### src/rtl/xmr_probe_arbiter.sv
// xmr_probe_arbiter: round-robin capture of port-punched probe signals into a
// single valid/ready sample stream.
// Optional feature macro: XMR_PROBE_TIMEOUT_EN -- when defined, a held sample
// that is not accepted within TIMEOUT cycles is dropped and counted.
module xmr_probe_arbiter #(
  parameter int unsigned N_REQ   = 4,
  parameter int unsigned DATA_W  = 8,
  parameter int unsigned TIMEOUT = 16
) (
  input  logic                      clk,
  input  logic                      rst,
  input  logic [N_REQ-1:0]          req,
  input  logic [N_REQ*DATA_W-1:0]   probe_data,
  output logic [N_REQ-1:0]          grant,
  output logic                      out_valid,
  input  logic                      out_ready,
  output logic [$clog2(N_REQ)-1:0]  out_id,
  output logic [DATA_W-1:0]         out_data,
  output logic                      drop_pulse,
  output logic [7:0]                drop_cnt
);

  localparam int unsigned ID_W = $clog2(N_REQ);

  typedef enum logic {IDLE, HOLD} state_t;

  state_t          state_q;
  state_t          state_d;
  logic [ID_W-1:0] last_id;
  logic [ID_W-1:0] sel;
  logic            sel_vld;
  logic            cap;
  logic            tmo;

  // Reject out-of-range configurations at elaboration
  if (N_REQ < 2 || N_REQ > 16 || TIMEOUT < 2) begin : g_param_check
    $error("xmr_probe_arbiter: parameter out of range");
  end

  // Round-robin search starting one past the last served requester
  always_comb begin
    sel     = '0;
    sel_vld = 1'b0;
    for (int unsigned off = 0; off < N_REQ; off++) begin
      if (!sel_vld && req[ID_W'((32'(last_id) + 32'd1 + off) % N_REQ)]) begin
        sel     = ID_W'((32'(last_id) + 32'd1 + off) % N_REQ);
        sel_vld = 1'b1;
      end
    end
  end

  // Next-state and grant; grant is the capture strobe of the IDLE cycle
  always_comb begin
    state_d = state_q;
    cap     = 1'b0;
    grant   = '0;
    case (state_q)
      IDLE: begin
        if (sel_vld) begin
          cap        = 1'b1;
          grant[sel] = 1'b1;
          state_d    = HOLD;
        end
      end
      HOLD: begin
        if (out_ready || tmo) begin
          state_d = IDLE;
        end
      end
      default: state_d = IDLE;
    endcase
    if (rst) begin
      state_d = IDLE;
      cap     = 1'b0;
      grant   = '0;
    end
  end

  // State, captured sample and round-robin pointer
  always_ff @(posedge clk) begin
    if (rst) begin
      state_q   <= IDLE;
      out_valid <= 1'b0;
      out_id    <= '0;
      out_data  <= '0;
      last_id   <= ID_W'(N_REQ - 1);
    end else begin
      state_q   <= state_d;
      out_valid <= (state_d == HOLD);
      if (cap) begin
        out_id   <= sel;
        out_data <= probe_data[32'(sel) * DATA_W +: DATA_W];
      end
      // Leaving HOLD means the held id was served (transferred or dropped)
      if (state_q == HOLD && state_d == IDLE) begin
        last_id <= out_id;
      end
    end
  end

`ifdef XMR_PROBE_TIMEOUT_EN
  localparam int unsigned CNT_W = $clog2(TIMEOUT);

  logic [CNT_W-1:0] wait_cnt;

  // HOLD wait counter; zero in the first HOLD cycle
  always_ff @(posedge clk) begin
    if (rst || state_q != HOLD) begin
      wait_cnt <= '0;
    end else begin
      wait_cnt <= wait_cnt + CNT_W'(1);
    end
  end

  assign tmo = (state_q == HOLD) && (wait_cnt == CNT_W'(TIMEOUT - 1));

  // Drop reporting; a same-cycle transfer wins over the timeout
  always_ff @(posedge clk) begin
    if (rst) begin
      drop_pulse <= 1'b0;
      drop_cnt   <= 8'd0;
    end else begin
      drop_pulse <= tmo && !out_ready;
      if (tmo && !out_ready && drop_cnt != 8'hFF) begin
        drop_cnt <= drop_cnt + 8'd1;
      end
    end
  end
`else
  assign tmo        = 1'b0;
  assign drop_pulse = 1'b0;
  assign drop_cnt   = 8'd0;
`endif

endmodule

### config.mk
export PLATFORM = sky130hd
export DESIGN_NAME = xmr_probe_arbiter
export DESIGN_NICKNAME = d
export VERILOG_FILES = /design/src/rtl/xmr_probe_arbiter.sv
export SDC_FILE = /design/constraint.sdc
export NUM_CORES = 1
export LEC_CHECK = 0
export BUFFER_PORTS_ARGS = -buffer_cell sky130_fd_sc_hd__buf_2
export CORE_MARGIN = 3
export CORE_UTILIZATION = 45
export DETAILED_ROUTE_END_ITERATION = 7
export PLACE_DENSITY_LB_ADDON = 0.3
export SYNTH_ARGS = -nofsm -noshare
export SYNTH_HDL_FRONTEND = slang
export SYNTH_SLANG_ARGS = --single-unit
### constraint.sdc
create_clock -name clk -period 3.1 [get_ports clk]
set_input_delay 0.155 -clock clk [delete_from_list [all_inputs] [get_ports clk]]
set_output_delay 0.155 -clock clk [all_outputs]
set_load 0.005 [all_outputs]
### Yosys cells after proc, flatten, opt, wreduce, memory -nomap -nowiden

Cells that the tools add are included.

| word-level totals | value |
|---|---|
| bits in registers | 13 |
| bits in latches | 0 |
| memory bits (writable) | 0 |
| ROM bits | 0 |
| input bits | 39 |
| output and inout bits | 24 |
| logic and storage cells | 52 |
| memories | 0 |

| cells by class | value |
|---|---|
| $add $sub $neg | 4 |
| $mul | 0 |
| div/mod/pow operators | 0 |
| magnitude comparators | 6 |
| eq/ne operators | 0 |
| shift-type cells | 1 |
| multiplexer cells | 27 |
| bitwise gates (word level) | 2 |
| reduce and logical (&&, ||, !) cells | 8 |

Operators by type and width:

| cell | count |
|---|---|
| variable part select 32 x 6 -> 8 bit | 1 |
| < comparator 2 x 3 -> 1 bit, second input constant | 5 |
| two-way mux 1 bit | 14 |
| two-way mux 4 bit | 3 |
| binary-select mux 1 bit (select 2 bit) | 4 |
| two-way mux 2 bit | 4 |
| logical AND 1 bit | 5 |
| adder 2 x 1 -> 2 bit, second input constant | 2 |
| adder 2 bit, second input constant | 2 |
| zero test 1 bit | 3 |
| demux 1 bit (select 2 bit) | 1 |
| greater-or-equal comparator 2 x 1 -> 1 bit, second input constant | 1 |
| NOT 1 bit | 2 |
| case mux 1 bit (2 select lines) | 1 |

### Logic depth before layout (Yosys ltp)

| depth | value |
|---|---|
| depth in word-level cells | 20 |
| gate-level depth with buffers | 6 |
| mapped depth without buffers | 5 |

### Least setup slack after synthesis

OpenSTA, ideal clock, no wires.

| timing path | value |
|---|---|
| path kind | flip-flop to flip-flop |
| start point | register last_id[0] |
| end point | register out_data[5] |
| library setup time | 122 ps |
| arrival | 1748 ps |
| data required time | 2978 ps |
| slack | 1230 ps |
| stages on the path, launching flop included | 7 |
| buffers on the path | 1 |
| clock period less this slack | 1870 ps |
| cell sequence | dfxtp_1 nand2b_1 o21ai_1 a211oi_4 buf_6 mux2_2 a221o_1 |

| between the ends | value |
|---|---|
| longest elaborated chain between the ends | 16 |
| elaborated cells between the ends (all ways) | 30 |
| those cells by class | add/sub (4); shift (1); mux (19); reduce/logical (6) |

Ends and longest elaborated chain:

| what | RTL line | source |
|---|---|---|
| start: declaration | 29 | `logic [ID_W-1:0] last_id;` |
| start signal: assignment | 86 | `last_id <= ID_W'(N_REQ - 1);` |
| start signal: assignment | 96 | `last_id <= out_id;` |
| adder 2 x 1 -> 2 bit * | 45, 46 |  |
| parallel branches: the longest is 15 deep, another holds adder 2 x 1 -> 2 bit | -- |  |
| end signal: assignment | 92 | `out_data <= probe_data[32'(sel) * DATA_W +: DATA_W];` |
| end: declaration | 18 | `output logic [DATA_W-1:0] out_data,` |

Every way passes the cells marked *. The select of a mux whose other input is x is not followed.
A chain may end at the register's enable or synchronous reset.

### Worst setup path after layout

Ends and elaborated chain as after synthesis.

==> metrics.yaml <==
place:
  post-place-ws_ps: 841
  dp_cells: 177
  port_buffers: 53
  routabilityCongestion: 0.709
  dp_hpwl_um: 1770
timing:
  relSlewSlack: 0.438
  finalSetupViolCount: 0
  final.setup.tns_ps: 0
  setup_ws_ps: 840
  finalHoldViolCount: 0
  hold_slack_ps: 90.4
  grt_setup_unrepaired: "false"
  tightest_slew_ps: 841
  min_period_ps: 2260
  fmax_mhz: 443
  skew_ps: 1.81
  finalCritPeriodShare: 0.729
  drv_slew: 0
die:
  dieArea_sq_um: 2750
  die_y_um: 52.5
  fp-row-count: 16
  coreArea_sq_um: 2000
  start_util: 0.485
  die-width_um: 52.5
  ios: 63
power:
  power_density_nw_per_um2: 384
  power_frac_seq: 0.433
  report.power.total_w: 0.000469
  p_leak_nw: 0.587
  ir_drop_mv: 0.223
  p_int_w: 0.000326
  p_comb_frac: 0.339
  switchingPower_w: 0.000143
  swShare: 0.304
  clock_power_share: 0.228
clock_tree:
  clockRootBuffer: "clkbuf_4"
  cts_setup_buffers: 0
  cts.clk_slew.worst_paths_ps: 80
  htreeDepth: 1
  cts_buffer_depth: 2
  holdBufCountCts: 0
  cts_tree: "done"
  cts_sinks: 13
  cts_buffers: 3
  clk_latency_ps: 280
  cts_resized: 0
worst_setup_path:
  required_ps: 3270
  path_class: "reg2reg"
  crit_chain: "nand2b_1 -> o21ai_1 -> a211oi_4 -> mux2_2 -> a221o_1"
  worst_path_max_delay_cell: "a211oi_4"
  critPathBufInv: 0
  cp-end-kind: "flop"
  critPathArrivalTime_ps: 2430
  path_delay_family: "compound AO/OA/AOI/OAI gates"
  path_max_fanout: 19
  critical_path.max_stage_delay_ps: 750
  start_kind: "flop"
finish:
  syn_to_final_growth_pct: 25.8
  final_cell_mix: "buf_2, nor3b_1, mux2_2"
  final_common_cell: "buf_2"
  multi_input_area_sq_um: 624
  stdcell_count: 181
  ff_latch_area_sq_um: 260
  nets: 194
  antennaDiodeCount: 0
  layout-drive-gt1-share: 0.494
  fillers: 193
drt:
  num_vias: 944
  drtIter0Drc: 26
  wirelength_um: 2280
  drtAntennaViolNets: 0
  drc: 0
  drt-vias-per-instance: 5.22
  wl_per_cell_um: 12.6
  first_pass_iters: 4
yosys:
  syn_area_sq_um: 971
  synth_cell_type_count: 30
  synth-seq-cells: 13
  yosys_warnings: 0
  synth_edf_count: 0
  avgSynthCellArea_sq_um: 9.43
  ys.flop_type: "dfxtp_1"
  synthCells: 103
  synthArstFlopShare: 0
  seq_area_frac_synth: 0.268
grt:
  overflow: 0
  grt_max_degree: 21
  grt_pass1_vias: 827
  grtUsageTotal: 0.171
  grt_pass1_wl_um: 3490
  antenna_found_initial: 0
run_status:
  status: "completed"
min_path:
  hp-class: "in2reg"
job:
  cap_viol_max_count: 0
-- layer usage --
layer	global-route usage	wire length, um	part of all wire	vias to the layer above
met1	0.207	916	0.40	434
met3	0.0313	170	0.075	4
met4	0.0894	36	0.016	0
li1	-	-	-	462
met2	0.285	1150	0.51	44
met5	0	0	0	-
-- flip-flops by register name, indices dropped and copies added (netlist names) --
signal,cells
out_data,8
last_id,2
out_id,2
out_valid,1
-- final timing paths --
check / from / to / slack, ps / depth (start not counted)
min: out_ready / out_valid / 90 / 2
max reg2reg: last_id[0] / out_data[5] / 840 / 5
max: last_id[0] / out_data[5] / 840 / 5
min reg2reg: out_id[1] / out_id[1] / 470 / 2
-- power by group through the flow --
stage / Combinational, W / Sequential [W] / Clock [W]
finish: 0.000159 / 0.000203 / 0.000107
global route: 0.000175 / 0.000206 / 0.000119
CTS: 0.000161 / 0.000203 / 0.000112
detailed placement: 0.000160 / 0.000207 / 0
global placement: 0.000156 / 0.000207 / 0
floorplan: 0.000110 / 0.000208 / 0
-- cells by family (layout without fill, tap and decap cells) --
logic type,Yosys count,in the layout,share of synthesized area
AO/OA/AOI/OAI,18,18,0.158
buffers and inverters,16,59,0.125
AND/OR/NAND/NOR,37,37,0.241
multiplexers,18,18,0.204
flip-flops,13,13,0.268
other,1,9,0.00386
-- metrics by stage --
step | cell area (sq um) | utilization
2_1_floorplan | 1000 | -
3_5_place_dp | 1190 | 0.597
6_report | 1220 | 0.610
4_1_cts | 1220 | 0.610
5_1_grt | 1220 | 0.610
3_3_place_gp | 1190 | 0.597
-- synth_stat cells (2+ instances only) --
master	count	area, sq um
and3_1	2	12.5
nor3_1	2	10.0
nor2_1	5	18.8
buf_4	9	67.6
a211o_1	2	17.5
a211oi_1	2	15.0
nor3b_1	14	105
nand2_1	4	15.0
nand3b_1	3	22.5
o21ai_1	3	15.0
buf_6	3	33.8
mux2_2	14	158
nand2b_1	2	12.5
a221o_1	6	60.1
mux2i_1	4	40.0
dfxtp_1	13	260
and2_1	2	12.5
-- final cells by class --
cell class / count / area share
Tap cell: 27 / 0.0277
Timing Repair Buffer: 54 / 0.223
Sequential cell: 13 / 0.213
Clock buffer: 4 / 0.0215
Inverter: 1 / 0.00307
Multi-Input combinational cell: 82 / 0.511
-- worst reg2reg max path, stage by stage (launching register included) --
cell and delay (ps):
dfxtp_1 370, nand2b_1 160, o21ai_1 120, a211oi_4 750, mux2_2 420, a221o_1 340
(Power assumes the default switching activity.)
